<file path="src/rtl/i2s_frame_scheduler.sv">
// i2s_frame_scheduler
// Round-robin merge of two stereo-frame producers into a shared frame FIFO,
// popped once per I2S word period by the encoder's latch strobe onto the
// 16-bit L/R sample registers. Underruns are flagged and counted.
//
// Optional build macro: I2S_FRAME_SCHEDULER_UNDERRUN_HOLD_EN
//   defined   -> on underrun the sample registers repeat the last frame
//   undefined -> on underrun the sample registers load silence (zeros)
module i2s_frame_scheduler #(
    parameter int DEPTH_LOG2 = 3,
    parameter int CNT_W      = 16
) (
    input  logic                  i_clk,
    input  logic                  i_rst,
    input  logic                  i_enable,
    input  logic                  i_latch,
    input  logic                  i_valid_a,
    input  logic [31:0]           i_data_a,
    output logic                  o_ready_a,
    input  logic                  i_valid_b,
    input  logic [31:0]           i_data_b,
    output logic                  o_ready_b,
    output logic [15:0]           o_data_l,
    output logic [15:0]           o_data_r,
    output logic [DEPTH_LOG2:0]   o_level,
    output logic                  o_underrun,
    output logic [CNT_W-1:0]      o_underrun_count
);

    localparam int DEPTH = 1 << DEPTH_LOG2;
    localparam logic [DEPTH_LOG2:0] LVL_FULL = (DEPTH_LOG2 + 1)'(DEPTH);
    localparam logic [DEPTH_LOG2:0] LVL_ONE  = (DEPTH_LOG2 + 1)'(1);
    localparam logic [DEPTH_LOG2-1:0] PTR_ONE = (DEPTH_LOG2)'(1);
    localparam logic [CNT_W-1:0] CNT_ONE = (CNT_W)'(1);

    // Round-robin pointer names the port that won the most recent transfer
    typedef enum logic {
        RR_A = 1'b0,
        RR_B = 1'b1
    } rr_t;

    rr_t                    r_rrPtr;
    logic [31:0]            r_mem [DEPTH];
    logic [DEPTH_LOG2-1:0]  r_wrPtr;
    logic [DEPTH_LOG2-1:0]  r_rdPtr;
    logic [DEPTH_LOG2:0]    r_level;
    logic [15:0]            r_dataL;
    logic [15:0]            r_dataR;
    logic                   r_underrun;
    logic [CNT_W-1:0]       r_underrunCount;

    logic                   w_full;
    logic                   w_empty;
    logic                   w_canWrite;
    logic                   w_readyA;
    logic                   w_readyB;
    logic                   w_push;
    logic [31:0]            w_pushData;
    logic                   w_pop;
    logic                   w_underrun;
    logic [31:0]            w_head;

    assign w_full     = (r_level == LVL_FULL);
    assign w_empty    = (r_level == '0);
    assign w_canWrite = i_enable & ~w_full;
    assign w_push     = w_readyA | w_readyB;
    assign w_pushData = w_readyA ? i_data_a : i_data_b;
    assign w_pop      = i_enable & i_latch & ~w_empty;
    assign w_underrun = i_enable & i_latch & w_empty;
    assign w_head     = r_mem[r_rdPtr];

    // Grant: a lone valid wins outright; under contention the port not named by the pointer wins
    always_comb begin
        w_readyA = 1'b0;
        w_readyB = 1'b0;
        if (w_canWrite) begin
            if (i_valid_a && i_valid_b) begin
                if (r_rrPtr == RR_B) begin
                    w_readyA = 1'b1;
                end else begin
                    w_readyB = 1'b1;
                end
            end else begin
                w_readyA = i_valid_a;
                w_readyB = i_valid_b;
            end
        end
    end

    // Round-robin pointer follows the granted port, only on an accepted transfer
    always_ff @(posedge i_clk) begin
        if (i_rst) begin
            r_rrPtr <= RR_B;
        end else if (w_push) begin
            r_rrPtr <= w_readyA ? RR_A : RR_B;
        end
    end

    // Frame storage; pointers and level decide which entries are live
    always_ff @(posedge i_clk) begin
        if (w_push) begin
            r_mem[r_wrPtr] <= w_pushData;
        end
    end

    // FIFO pointers and occupancy; disable flushes the queue every cycle
    always_ff @(posedge i_clk) begin
        if (i_rst || !i_enable) begin
            r_wrPtr <= '0;
            r_rdPtr <= '0;
            r_level <= '0;
        end else begin
            if (w_push) begin
                r_wrPtr <= r_wrPtr + PTR_ONE;
            end
            if (w_pop) begin
                r_rdPtr <= r_rdPtr + PTR_ONE;
            end
            case ({w_push, w_pop})
                2'b10:   r_level <= r_level + LVL_ONE;
                2'b01:   r_level <= r_level - LVL_ONE;
                default: r_level <= r_level;
            endcase
        end
    end

    // Sample registers: head frame on pop, silence when disabled, underrun policy per build
    always_ff @(posedge i_clk) begin
        if (i_rst) begin
            r_dataL <= '0;
            r_dataR <= '0;
        end else if (i_latch) begin
            if (!i_enable) begin
                r_dataL <= '0;
                r_dataR <= '0;
            end else if (!w_empty) begin
                r_dataL <= w_head[31:16];
                r_dataR <= w_head[15:0];
            end else begin
`ifdef I2S_FRAME_SCHEDULER_UNDERRUN_HOLD_EN
                r_dataL <= r_dataL;
                r_dataR <= r_dataR;
`else
                r_dataL <= '0;
                r_dataR <= '0;
`endif
            end
        end
    end

    // Underrun pulse and saturating count; nothing is flagged while disabled
    always_ff @(posedge i_clk) begin
        if (i_rst) begin
            r_underrun      <= 1'b0;
            r_underrunCount <= '0;
        end else begin
            r_underrun <= w_underrun;
            if (w_underrun && (r_underrunCount != '1)) begin
                r_underrunCount <= r_underrunCount + CNT_ONE;
            end
        end
    end

    assign o_ready_a        = w_readyA;
    assign o_ready_b        = w_readyB;
    assign o_data_l         = r_dataL;
    assign o_data_r         = r_dataR;
    assign o_level          = r_level;
    assign o_underrun       = r_underrun;
    assign o_underrun_count = r_underrunCount;

endmodule

</file>
<file path="config.mk">
export PLATFORM = sky130hd
export DESIGN_NAME = i2s_frame_scheduler
export DESIGN_NICKNAME = d
export VERILOG_FILES = /design/src/rtl/i2s_frame_scheduler.sv
export SDC_FILE = /design/constraint.sdc
export NUM_CORES = 1
export LEC_CHECK = 0
export CELL_PAD_IN_SITES_DETAIL_PLACEMENT = 0
export CELL_PAD_IN_SITES_GLOBAL_PLACEMENT = 1
export CORE_UTILIZATION = 48
export CTS_CLUSTER_DIAMETER = 50
export DETAILED_ROUTE_END_ITERATION = 10
export PLACE_DENSITY_LB_ADDON = 0.1
export SLEW_MARGIN = 20
export SYNTH_ARGS = -nofsm -noshare
export SYNTH_HDL_FRONTEND = slang
export SYNTH_SLANG_ARGS = --single-unit
</file>
<file path="constraint.sdc">
create_clock -name i_clk -period 5.62 [get_ports i_clk]
set_clock_uncertainty 0.15 [all_clocks]
set_input_delay 0.562 -clock i_clk [delete_from_list [all_inputs] [get_ports i_clk]]
set_output_delay 0.562 -clock i_clk [all_outputs]
set_load 0.02 [all_outputs]
</file>
==> results of run 1 <==
## worst max-delay path: stages, from the launching register on
cell and delay, ns:
sky130_fd_sc_hd__dfxtp_1 0.41, sky130_fd_sc_hd__or4b_2 0.74, sky130_fd_sc_hd__nand3_1 0.15, sky130_fd_sc_hd__a21o_2 0.43, sky130_fd_sc_hd__inv_1 0.08, sky130_fd_sc_hd__clkdlybuf4s50_1 0.55
## cell type report
cell class | instances | area [um^2]
repair buffers | 139 | 1406
flip-flops and latches | 319 | 8957
multi-input cells | 336 | 3373
well taps | 330 | 412.9
inverters | 4 | 15.01
clock buffers | 48 | 1040
fillers | 1870 | 9824
clock inverters | 20 | 225.2
## power by group
part           switching [mW]  total, mW  leakage (nW)  internal [mW]
Combinational           0.112      0.217          1.41          0.105
Sequential             0.0115       2.61          2.83           2.60
Clock                   0.925       2.43         0.617           1.50
Total                    1.05       5.25          4.85           4.20
## per-layer routing
layer	share of wire (%)	routed length, um	up-vias	track usage [%]
met3	4.7	1179	36	3.718
met5	0	0	-	0
met1	44	11030	3425	26.96
met4	1.9	485	0	6.075
met2	50	12560	194	32.82
li1	-	-	3065	-
## state kept, by name (all words and copies together), names as in the netlist, named ones only
name / count
r_mem: 256
o_data_l: 16
o_data_r: 16
o_underrun_count: 16
o_level: 4
r_rdPtr: 3
r_wrPtr: 3
o_underrun: 1
r_rrPtr: 1
## worst min-delay path by stage
stage | start | cells after the start | slack (ns) | endpoint
finish | o_data_l[8]$_SDFFE_PP0P_ | 2 | 0.30 | o_data_l[8]$_SDFFE_PP0P_
global route | o_data_l[4]$_SDFFE_PP0P_ | 2 | 0.33 | o_data_l[4]$_SDFFE_PP0P_
CTS | o_data_l[8]$_SDFFE_PP0P_ | 2 | 0.30 | o_data_l[8]$_SDFFE_PP0P_
detailed placement | o_data_l[15]$_SDFFE_PP0P_ | 2 | 0.30 | o_data_l[15]$_SDFFE_PP0P_
global placement | o_data_r[14]$_SDFFE_PP0P_ | 2 | 0.29 | o_data_r[14]$_SDFFE_PP0P_
floorplan | r_rrPtr$_SDFFE_PP1P_ | 1 | 0.33 | r_rrPtr$_SDFFE_PP1P_
## cell families after synthesis
logic type / share of synthesized area [%]
and+or+nand+nor: 4.843
buffers and inverters: 1.369
DFF: 72.01
muxes: 17.41
xor gates and xnor gates: 0.4229
adders and majority gates: 0.6041
AOI/OAI and AO/OA: 3.343
## synth_stat cells (5+ instances only)
master	instances
sky130_fd_sc_hd__a21oi_1	19
sky130_fd_sc_hd__buf_1	10
sky130_fd_sc_hd__clkbuf_1	23
sky130_fd_sc_hd__dfxtp_1	63
sky130_fd_sc_hd__edfxtp_1	256
sky130_fd_sc_hd__ha_1	6
sky130_fd_sc_hd__mux2_2	33
sky130_fd_sc_hd__mux2i_1	35
sky130_fd_sc_hd__mux4_2	64
sky130_fd_sc_hd__nand2_1	41
sky130_fd_sc_hd__nand3_1	8
sky130_fd_sc_hd__nand4_1	6
sky130_fd_sc_hd__nor2_1	19
sky130_fd_sc_hd__nor3_1	6
sky130_fd_sc_hd__o21ai_0	41
sky130_fd_sc_hd__o31ai_1	9
sky130_fd_sc_hd__or3_1	6
sky130_fd_sc_hd__or4_1	10
sky130_fd_sc_hd__xor2_1	5
## per-stage QoR
step / hold WS [ns] / setup WS, ns / instance area, um^2
2_1_floorplan: 0.3325 / 0.7481 / 12430
3_3_place_gp: 0.2857 / 2.202 / 14110
3_5_place_dp: 0.2961 / 2.061 / 14160
4_1_cts: 0.3040 / 1.960 / 15430
5_1_grt: 0.3273 / 1.870 / 15430
6_report: 0.2975 / 2.020 / 15430
==> implementation parameters, run 1 <==
Parameter                              Value

Status
  Outcome    completed

Routing
  Vias after detailed routing    6720
  Remaining DRCs    0
  Number of design-rule violations left by the first detailed-router iteration    529
  Mean number of vias per cell    5.619
  Final routed wirelength across all metal layers    25.25 mm
  Initial DRT Pass Iterations    7
  Number of nets with antenna violations after detailed routing    0
  WL per Instance    21.11 um

Place
  Detailed placer's ending HPWL    14.88 mm
  Count of buffers inserted at the top-level ports    124
  Final GP Congestion    0.7381
  Post-placement cell count    1128

Power and ir drop
  Standby leakage power    4.853 nW
  Maximum vdd ir drop    0.2750 mV
  Cell Pwr Density    340.5 mW/mm^2
  Tot Pwr    5.253 mW

Die
  Die outline area    0.02654 mm^2
  Floorplan Core Area    0.02525 mm^2
  Count of standard-cell rows    58
  Initial Utilization    49.21%
  Die height    162.9 um
  DIE WIDTH    162.9 um
  Number of ports placed on the die boundary    125

Timing
  Tmin final    3.600 ns
  Slew at the pin closest to its max-slew limit    1.057 ns
  Rel. slew slack    29.15%
  Number of hold-slack violations in the final timing report    0
  Final number of setup-violating endpoints    0
  Max-slew violations    0
  RSZ-0062 raised after global routing    false
  Final-layout setup total negative slack    0 ns
  Fin crit share    64.05%
  Upper clock frequency limit    277.8 MHz

Global routing
  Number of antenna violations at the first check in global routing    0
  Number of global-route vias before repair    6973
  Maximum number of pins on one net before global-route repair    65
  Overall Global Routing Usage    19.92%
  Wire length of the first global-routing pass    39.31 mm
  Total global routing overflow    0

Critical path
  Setup crit start    o_level[1]$_SDFFE_PP0P_
  Worst EP required    4.91 ns
  Startpoint of the worst register-to-register path    o_level[1]$_SDFFE_PP0P_
  Arrival time at the worst endpoint    2.89 ns
  Crit end category    output pin
  Critical path launch point type    flip-flop
  Reg-to-reg slack, setup    2.26 ns
  Setup CP Type    flip-flop to output pin
  Cells on worst reg2reg path    9
  Critical path fanouts, max    16
  End point of the critical path    o_ready_a
  Worst flop-to-flop path endpoint    o_level[2]$_SDFFE_PP0P_

Clock network
  Clock Root Buffer    sky130_fd_sc_hd__clkbuf_16
  TritonCTS Buffers    37
  Total of cells resized after clock tree synthesis    0
  TritonCTS clock tree    yes
  Post-CTS setup buffer count    0
  Count of H-tree levels built during CTS    2
  Number of buffers between clock root and the deepest sink    3
  Post-CTS Hold Fix Bufs    0
  Clock-pin slew on the worst setup and hold paths    0.05 ns
  Worst skew pair latency    0.51 ns
  Clock net sink count    319

Logic synthesis
  Synthesized area per cell    17.83 um^2
  Cell types occupying the most area after synthesis    sky130_fd_sc_hd__edfxtp_1 (62%), sky130_fd_sc_hd__mux4_2 (12%), sky130_fd_sc_hd__dfxtp_1 (10%)
  Number of synthesized flops with an enable pin    256
  Dominant synthesized flop cell    sky130_fd_sc_hd__edfxtp_1
  Number of warnings issued by yosys    0
  Cells after synthesis    697
  Sequential cell area fraction in the yosys report    72.01%
  Async SR Flop Fraction    0%
  Count of state elements after synthesis    319
  Unique masters post-synth    40
  Library cell with the largest summed area after synthesis    sky130_fd_sc_hd__edfxtp_1
  Yosys top cell area share    61.86%
  Cell area after synthesis    0.01243 mm^2
  Net count after synthesis    773

Layout
  Fin nets    913
  Count of inserted antenna diode cells    0
  Most common cell after layout, fill and taps aside    sky130_fd_sc_hd__edfxtp_1
  Non-filler cells in the finished layout    1196
  Final standard cell utilization of the core    61.10%
  Fraction of layout cells with a size suffix above 1    21.71%
  Area delta synth->final    24.16%
  Most frequent cells in the layout    sky130_fd_sc_hd__edfxtp_1 (256), sky130_fd_sc_hd__clkdlybuf4s50_1 (124), sky130_fd_sc_hd__mux4_2 (64)

Hold path
  Class of the most critical hold timing path    flip-flop to flip-flop

Job
  Max-capacitance violation count    0
(Power assumes the default switching activity.)
==> run 2: changes to the inputs <==
Clock period 5.62 ns to 3.4 ns, I/O delays scaled along.
==> implementation parameters, run 2 (same netlist as run 1, synthesis figures left out) <==
Parameter                              Value

Layout
  Number of filler instances in the final layout    1815
  Post-route standard cell area excluding fillers    0.01552 mm^2
  Fin nets    929
  Final standard cell utilization of the core    61.45%
  Register with the most flip-flops    r_mem
  Most frequent cells in the layout    sky130_fd_sc_hd__edfxtp_1 (256), sky130_fd_sc_hd__clkdlybuf4s50_1 (124), sky130_fd_sc_hd__mux4_2 (64)
  Area delta synth->final    24.88%
  Most common cell after layout, fill and taps aside    sky130_fd_sc_hd__edfxtp_1
  Area used by multi-input combinational logic    0.003387 mm^2
  Non-filler cells in the finished layout    1211
  Count of inserted antenna diode cells    0
  Largest register FFs    256
  Fraction of layout cells with a size suffix above 1    22.36%
  Seq. cell area    0.008957 mm^2

Routing
  Number of nets with antenna violations after detailed routing    0
  Final routed wirelength across all metal layers    26.41 mm
  Remaining DRCs    0
  Initial DRT Pass Iterations    6
  Number of design-rule violations left by the first detailed-router iteration    505
  Vias after detailed routing    6770
  Mean number of vias per cell    5.590
  WL per Instance    21.81 um

Global routing
  Wire length of the first global-routing pass    40.62 mm
  Overall Global Routing Usage    20.64%
  Maximum number of pins on one net before global-route repair    39
  Total global routing overflow    0
  Number of global-route vias before repair    7110
  Number of antenna violations at the first check in global routing    0

Clock network
  Total of cells resized after clock tree synthesis    0
  Worst skew pair latency    0.51 ns
  TritonCTS Buffers    36
  Clock net sink count    319
  Post-CTS setup buffer count    0
  Post-CTS Hold Fix Bufs    0
  Clock Root Buffer    sky130_fd_sc_hd__clkbuf_16
  Clock-pin slew on the worst setup and hold paths    0.06 ns
  TritonCTS clock tree    yes
  Number of buffers between clock root and the deepest sink    3
  Count of H-tree levels built during CTS    2

Critical path
  Crit end category    output pin
  Arrival time at the worst endpoint    2.65 ns
  Critical path launch point type    flip-flop
  Critical path fanouts, max    8
  Dominant delay contributor by cell family on the critical path    simple AND/OR/NAND/NOR gates
  Reg-to-reg slack, setup    0.48 ns
  Setup CP Type    flip-flop to output pin
  Worst path slowest cell    sky130_fd_sc_hd__or4b_2
  Buffer and inverter count on the worst path    2
  Worst EP required    2.91 ns
  Largest stage delay, worst path    0.75 ns
  Cell-by-cell listing of the critical path    or4b_2 > nand3_1 > a21o_2 > inv_1 > clkdlybuf4s50_1

Die
  DIE WIDTH    162.9 um
  Die height    162.9 um
  Floorplan Core Area    0.02525 mm^2
  Count of standard-cell rows    58
  Initial Utilization    49.21%
  Die outline area    0.02654 mm^2
  Number of ports placed on the die boundary    125

Timing
  RSZ-0062 raised after global routing    false
  Hold slack final    0.3016 ns
  Final-layout setup total negative slack    0 ns
  Max-slew violations    0
  Fin crit share    92.33%
  Rel. slew slack    46.83%
  Upper clock frequency limit    318.6 MHz
  Slew at the pin closest to its max-slew limit    0.7975 ns
  Tmin final    3.139 ns
  Final number of setup-violating endpoints    0
  Number of hold-slack violations in the final timing report    0

Power and ir drop
  Standby leakage power    4.907 nW
  Cell Pwr Density    552.1 mW/mm^2
  Maximum vdd ir drop    0.3774 mV

Place
  Cell area after placement    0.01430 mm^2
  Post-placement cell count    1145
  Count of buffers inserted at the top-level ports    124
  Final GP Congestion    0.7230
  Detailed placer's ending HPWL    16.10 mm

Job
  Max-capacitance violation count    0

Hold path
  Class of the most critical hold timing path    flip-flop to flip-flop

Status
  Outcome    completed
==> run 2: cell types whose count changed in the layout (fill, tap and decap cells not counted), moves of 2 or more <==
cell | before | now
sky130_fd_sc_hd__clkinv_4 | 0 | 2
sky130_fd_sc_hd__buf_12 | 1 | 4
sky130_fd_sc_hd__clkinv_2 | 4 | 2
sky130_fd_sc_hd__buf_16 | 2 | 0
sky130_fd_sc_hd__clkbuf_1 | 6 | 10
sky130_fd_sc_hd__buf_4 | 12 | 28
sky130_fd_sc_hd__inv_6 | 5 | 1
==> run 2: worst reg2reg max path, cell delays in order, from the launching register on <==
cell	delay [ns]
sky130_fd_sc_hd__dfxtp_1	0.38
sky130_fd_sc_hd__or4b_2	0.75
sky130_fd_sc_hd__o211ai_1	0.21
sky130_fd_sc_hd__ha_1	0.32
sky130_fd_sc_hd__xor2_1	0.20
sky130_fd_sc_hd__ha_1	0.17
sky130_fd_sc_hd__a21oi_1	0.05
sky130_fd_sc_hd__xor2_1	0.17
sky130_fd_sc_hd__or3_1	0.31
sky130_fd_sc_hd__a21oi_1	0.14
==> run 2: metal layers <==
layer / up-vias / wire [um] / global-route usage, %
li1: 3093 / - / -
met1: 3460 / 10940 / 26.54
met2: 172 / 13660 / 36.00
met3: 45 / 1254 / 3.438
met4: 0 / 559 / 6.032
met5: - / 0 / 0
==> run 2: area by class of cell <==
type,count,share of cell area [%]
Timing Repair Buffer,156,9.869
Clock inverter,16,1.282
Multi-Input combinational cell,336,21.83
Inverter,4,0.09675
Clock buffer,50,6.547
Sequential cell,319,57.72
Tap cell,330,2.661
==> run 2: per-stage QoR <==
step / power, mW / worst slack, ns
4_1_cts: 8.651 / 0.2322
3_5_place_dp: 4.764 / 0.5066
5_1_grt: 8.820 / 0.1442
3_3_place_gp: 4.744 / 0.5964
6_report: 8.568 / 0.2609
2_1_floorplan: 4.576 / -0.5631
==> run 2: path summary, 6_finish.rpt <==
path	cells after the start	start	to
hold reg to reg	2	o_data_r[1]$_SDFFE_PP0P_	o_data_r[1]$_SDFFE_PP0P_
setup reg to reg	9	o_level[0]$_SDFFE_PP0P_	o_level[2]$_SDFFE_PP0P_
hold / removal	2	o_data_r[1]$_SDFFE_PP0P_	o_data_r[1]$_SDFFE_PP0P_
setup / recovery	5	o_level[0]$_SDFFE_PP0P_	o_ready_a
==> run 2: report_power, final <==
group,internal [mW],switching (mW)
Combinational,0.181,0.186
Clock,2.41,1.48
Sequential,4.29,0.0201
Total,6.88,1.69
==> RTL edit 1, RTL diff (settings of run 2) <==
The option `I2S_FRAME_SCHEDULER_UNDERRUN_HOLD_EN` is turned on by a define.
--- a/src/rtl/i2s_frame_scheduler.sv
+++ b/src/rtl/i2s_frame_scheduler.sv
@@ -6,6 +6,8 @@
 // Optional build macro: I2S_FRAME_SCHEDULER_UNDERRUN_HOLD_EN
 //   defined   -> on underrun the sample registers repeat the last frame
 //   undefined -> on underrun the sample registers load silence (zeros)
+`define I2S_FRAME_SCHEDULER_UNDERRUN_HOLD_EN
+
 module i2s_frame_scheduler #(
     parameter int DEPTH_LOG2 = 3,
     parameter int CNT_W      = 16
Formal check against the unedited RTL: not equivalent (Yosys sat finds a counterexample within 4 cycles, from zero or initial values and one cycle with i_rst high).
==> RTL edit 1 against run 2 <==
Sequential cell count is the same; register-to-register slack better by 0.02 ns; total power shrank 2.3%; cell area shrank 0.77%; routed wire length shrank 4.2%; fmax increased by 5.7%; cell count shrank 3.6%; area after synthesis grew 0.42%; non-clock buffer count is 7 lower; synthesized cell count down 5.0%; setup slack better by 0.17 ns; die area rose by 0.42%; largest cell class unchanged.
==> RTL edit 1: results (changes against run 2) <==
| Metric | Value |
|---|---|
| Top cells by count, synth | edfxtp_1 (256), mux4_2 (64), dfxtp_1 (63) |
| Post-Syn Nets | 738 (-4.5%) |
| Register area share after synthesis | 0.717 (-0.00303) |
| TritonRoute pass-1 iters | 4 (-2) |
| Met2 routed WL | 13300 µm (-2.7%) |
| Clock-pin slew on the worst setup and hold paths | 0.05 ns |
| Root buffer cell | clkbuf_16 |
| Via count | 6590 (-2.7%) |
| Slew margin rel. | 0.321 (-0.147) |
| Met3 WL | 1070 µm (-15%) |
| Final hold violations | 0 (unchanged) |
| Largest delay share family, worst path | simple AND/OR/NAND/NOR gates |
| Routability Congestion | 0.753 (+4.2%) |
| Total CTS buffers | 35 (-2.8%) |
| Final nets | 887 (-4.5%) |
| Largest stage delay on the critical path | 0.59 ns (-0.16 ns) |
| Clock Path Buffers | 3 (unchanged) |
| First-pass GRT wire length | 38800 µm (-4.5%) |
| Crit path DAT | 2.48 ns (-0.17 ns) |
| WHS | 0.309 ns (+0.00776 ns) |
| Skew-Pair Late Insertion Delay | 0.51 ns (about the same) |
| R2R Setup Slk | 0.50 ns (+0.02 ns) |
| Initial antenna violation count | 0 (unchanged) |
| Tot GR Track Use | 0.198 (-0.00890) |
| Synth Flop Type | edfxtp_1 |
| Pin count of the biggest net entering global routing | 64 (+64%) |
| Cts repair resizes | 0 (unchanged) |
| LEAKAGE | 4.82 nW (-1.7%) |
| Post-DP HPWL | 15200 µm (-5.8%) |
| Share of layout cells above drive strength 1 | 0.193 (-0.0303) |
| WL met1 | 10700 µm (-2.6%) |
| Vias in the first global route | 6936 (-2.4%) |
| Synth top area cells | edfxtp_1 (62%), mux4_2 (12%), dfxtp_1 (10%), mux2i_1 (2.8%), mux2_1 (2.6%) |
| Outcome | completed |
| Avg WL per Cell | 21.7 µm (-0.65%) |
| N_diodes | 0 (unchanged) |
| Fill cells | 1844 (+1.6%) |
| CP max FO | 9 (+1) |
| Placed cell areas | 0.0143 mm² (-0.37%) |
| Top sig layer | met4 |
| CP max stage cell | or4b_4 |
| Count of different cell masters after synthesis | 48 (+20%) |
| Reg with most FFs | r_mem |
| Max VDD drop | 0.332 mV (-12%) |
| Initial drt markers | 371 (-27%) |
[RTL edit 1: worst register-to-register path, stage by stage, from the launching register on]
cell and delay [ns]:
dfxtp_1 0.40, or4b_4 0.59, o211ai_1 0.26, ha_1 0.36, xor2_1 0.21, ha_1 0.18
a21oi_1 0.05, xor2_1 0.17, or3_1 0.31, a21oi_1 0.15
[RTL edit 1: final timing paths]
path	startpoint	to	cells past startpoint
max reg2reg	o_level[1]	o_level[2]	9
max	o_level[1]	o_ready_a	5
min	o_data_l[14]	o_data_l[14]	1
min reg2reg	o_data_l[14]	o_data_l[14]	1
[RTL edit 1: cells by family (layout without fill, tap and decap cells)]
logic type,count (synthesis),in the layout,share of synthesized area
adder cells (fa/ha/maj),6,6,0.00602
AO/OA/AOI/OAI,78,78,0.0455
flip-flops,319,319,0.717
XOR/XNOR,6,6,0.00421
multiplexers,132,132,0.173
buffers and inverters,41,217,0.0161
AND/OR/NAND/NOR,80,80,0.0377
[RTL edit 1: final cells by class]
cell class	count	area [µm²]	area share
flip-flops and latches	319	8960	0.582
multi-input cells	302	3410	0.222
repair buffers	149	1450	0.0944
clock buffers	54	998	0.0648
well taps	330	413	0.0268
clock inverters	10	149	0.00967
inverters	4	15.0	0.000975
[RTL edit 1: per-stage QoR]
| stage | cells | worst slack (ns) |
|---|---|---|
| detailed placement | 1104 | 0.378 |
| finish | 1168 | 0.429 |
| floorplan | 662 | 0.122 |
| CTS | 1168 | 0.382 |
| global route | 1168 | 0.319 |
| global placement | 1104 | 0.446 |
[RTL edit 1: routing by layer]
| metal | vias up | GRT usage |
|---|---|---|
| li1 | 3019 | - |
| met5 | - | 0 |
| met4 | 0 | 0.0450 |
| met3 | 28 | 0.0302 |
| met1 | 3380 | 0.256 |
| met2 | 163 | 0.350 |
[RTL edit 1: report_power, final]
group          total, mW  internal [mW]  switching, mW
combinational      0.375          0.178          0.198
sequential          4.31           4.29         0.0203
clock               3.69           2.27           1.42
==> RTL edit 2, RTL diff (config.mk and constraints of run 2) <==
Without the edit above. Register the output `o_underrun_count` once more, with the module's reset; this adds one clock of latency there. The other outputs are not delayed to match.
--- a/src/rtl/i2s_frame_scheduler.sv
+++ b/src/rtl/i2s_frame_scheduler.sv
@@ -167,7 +167,13 @@
     assign o_data_r         = r_dataR;
     assign o_level          = r_level;
     assign o_underrun       = r_underrun;
-    assign o_underrun_count = r_underrunCount;
+    always_ff @(posedge i_clk) begin
+        if (i_rst) begin
+            o_underrun_count <= '0;
+        end else begin
+            o_underrun_count <= r_underrunCount;
+        end
+    end
 
 endmodule
 
Function: changed (a bounded check fails within 4 cycles, from zero or initial values and one cycle with i_rst high).
==> RTL edit 2 against run 2 <==
Register-to-register slack improved by 0.12 ns; sequential cell count rose by 16; total power rose by 3.3%; cell area rose by 2.6%; setup slack got worse by 0.053 ns; via count rose by 2.6%; routed wire length rose by 1.8%; area after synthesis rose by 2.9%; largest power group unchanged.
==> RTL edit 2: results (changes against run 2) <==
| Metric | Value |
|---|---|
| Reg with most FFs | r_mem |
| Post-Syn Nets | 805 (+4.1%) |
| LEAKAGE | 5.31 nW (+8.2%) |
| Number of flops mapped to enable cells by yosys | 256 (unchanged) |
| Port Buf Inserts | 124 (unchanged) |
| Total CTS buffers | 38 (+5.6%) |
| TritonRoute pass-1 iters | 5 (-1) |
| Final worst setup slack | 0.208 ns (-0.0529 ns) |
| Pin count of the biggest net entering global routing | 47 (+21%) |
| Post-DP HPWL | 16100 µm (+0.26%) |
| Post-route insts no fill | 1253 (+3.5%) |
| Crit path DAT | 2.70 ns (+0.05 ns) |
| Via-per-instance ratio | 5.54 (-0.87%) |
| Count of different cell masters after synthesis | 44 (+10%) |
| R2R Setup Slk | 0.60 ns (+0.12 ns) |
| Root buffer cell | clkbuf_16 |
| Pre-CTS setup slack | 0.440 ns (-0.0668 ns) |
| Synth top area cells | edfxtp_1 (60%), dfxtp_1 (12%), mux4_2 (11%), mux2_2 (3.1%), nand2_1 (2.3%) |
| First-pass GRT wire length | 41000 µm (+0.85%) |
| Cts repair resizes | 0 (unchanged) |
| Avg WL per Cell | 21.5 µm (-1.6%) |
| CP max FO | 10 (+2) |
| Share of layout cells above drive strength 1 | 0.225 (+0.00188) |
| Initial antenna violation count | 0 (unchanged) |
| Clock Path Buffers | 3 (unchanged) |
| Share of async-settable or async-resettable flops after synthesis | 0 (unchanged) |
| Max VDD drop | 0.469 mV (+24%) |
| WHS | 0.285 ns (-0.0168 ns) |
| Tot GR Track Use | 0.205 (-0.00143) |
| Vias in the first global route | 7263 (+2.2%) |
| Slew margin rel. | 0.503 (+0.0350) |
| Final slew viol count | 0 (unchanged) |
| Placed insts | 1183 (+3.3%) |
| Skew-Pair Late Insertion Delay | 0.51 ns (about the same) |
| Max H-tree Level | 2 (unchanged) |
| Routability Congestion | 0.763 (+5.5%) |
| Top cells by count, synth | edfxtp_1 (256), dfxtp_1 (79), nand2_1 (77) |
| Synth Flop Type | edfxtp_1 |
| Final nets | 964 (+3.8%) |
| Max FFs per register | 256 (unchanged) |
| Avg Cell Area, Syn | 17.5 µm² (-1.6%) |
| Outcome | completed |
| Initial drt markers | 447 (-11%) |
| Register area share after synthesis | 0.725 (+0.00497) |
==> RTL edit 2: report_power, final <==
| group | internal (mW) | switching (mW) | leakage, nW |
|---|---|---|---|
| Combinational | 0.174 | 0.185 | 1.73 |
| Clock | 2.46 | 1.54 | 0.625 |
| Sequential | 4.48 | 0.0191 | 2.96 |
| Total | 7.11 | 1.74 | 5.31 |
==> RTL edit 2: routing by layer <==
metal  wire length (µm)  share of wire  vias up  track usage
met3               1160          0.043       43       0.0335
met5                  0              0        -            0
met2              13500           0.50      187        0.348
met4                481          0.018        0       0.0580
li1                   -              -     3181            -
met1              11800           0.44     3533        0.273
==> RTL edit 2: critical path: stages, from the launching register on <==
cell,delay (ns)
dfxtp_1,0.40
or4b_2,0.71
and2_1,0.23
nand3_2,0.24
inv_1,0.06
clkdlybuf4s50_1,0.54
==> RTL edit 2: final cells by class <==
class	count	area [µm²]
clock buffer	53	1120
clock inverter	17	134
fill	1912	10100
inverter	4	15.0
multi-input combinational	355	3440
sequential	335	9280
tap	335	419
timing repair buffer	154	1520
==> RTL edit 2: stage by stage <==
stage	instance area, µm²	power [mW]
2_1_floorplan	12800	4.76
6_report	15900	8.85
3_5_place_dp	14700	4.95
5_1_grt	15900	9.14
3_3_place_gp	14700	4.93
4_1_cts	15900	8.95
==> RTL edit 2: final timing paths <==
check	startpoint	depth (start not counted)	end
worst min register to register	o_data_r[0]	2	o_data_r[0]
worst max register to register	o_level[1]	9	o_level[2]
worst max-delay path	o_level[1]	5	o_ready_a
worst min-delay path	o_data_r[0]	2	o_data_r[0]
==> RTL edit 2: cells by family after synthesis <==
family	after synthesis	synth area share
muxes	110	0.153
buffers and inverters	39	0.0131
DFF	335	0.725
and+or+nand+nor	173	0.0670
AOI/OAI and AO/OA	60	0.0317
adders and majority gates	6	0.00587
xor gates and xnor gates	6	0.00411
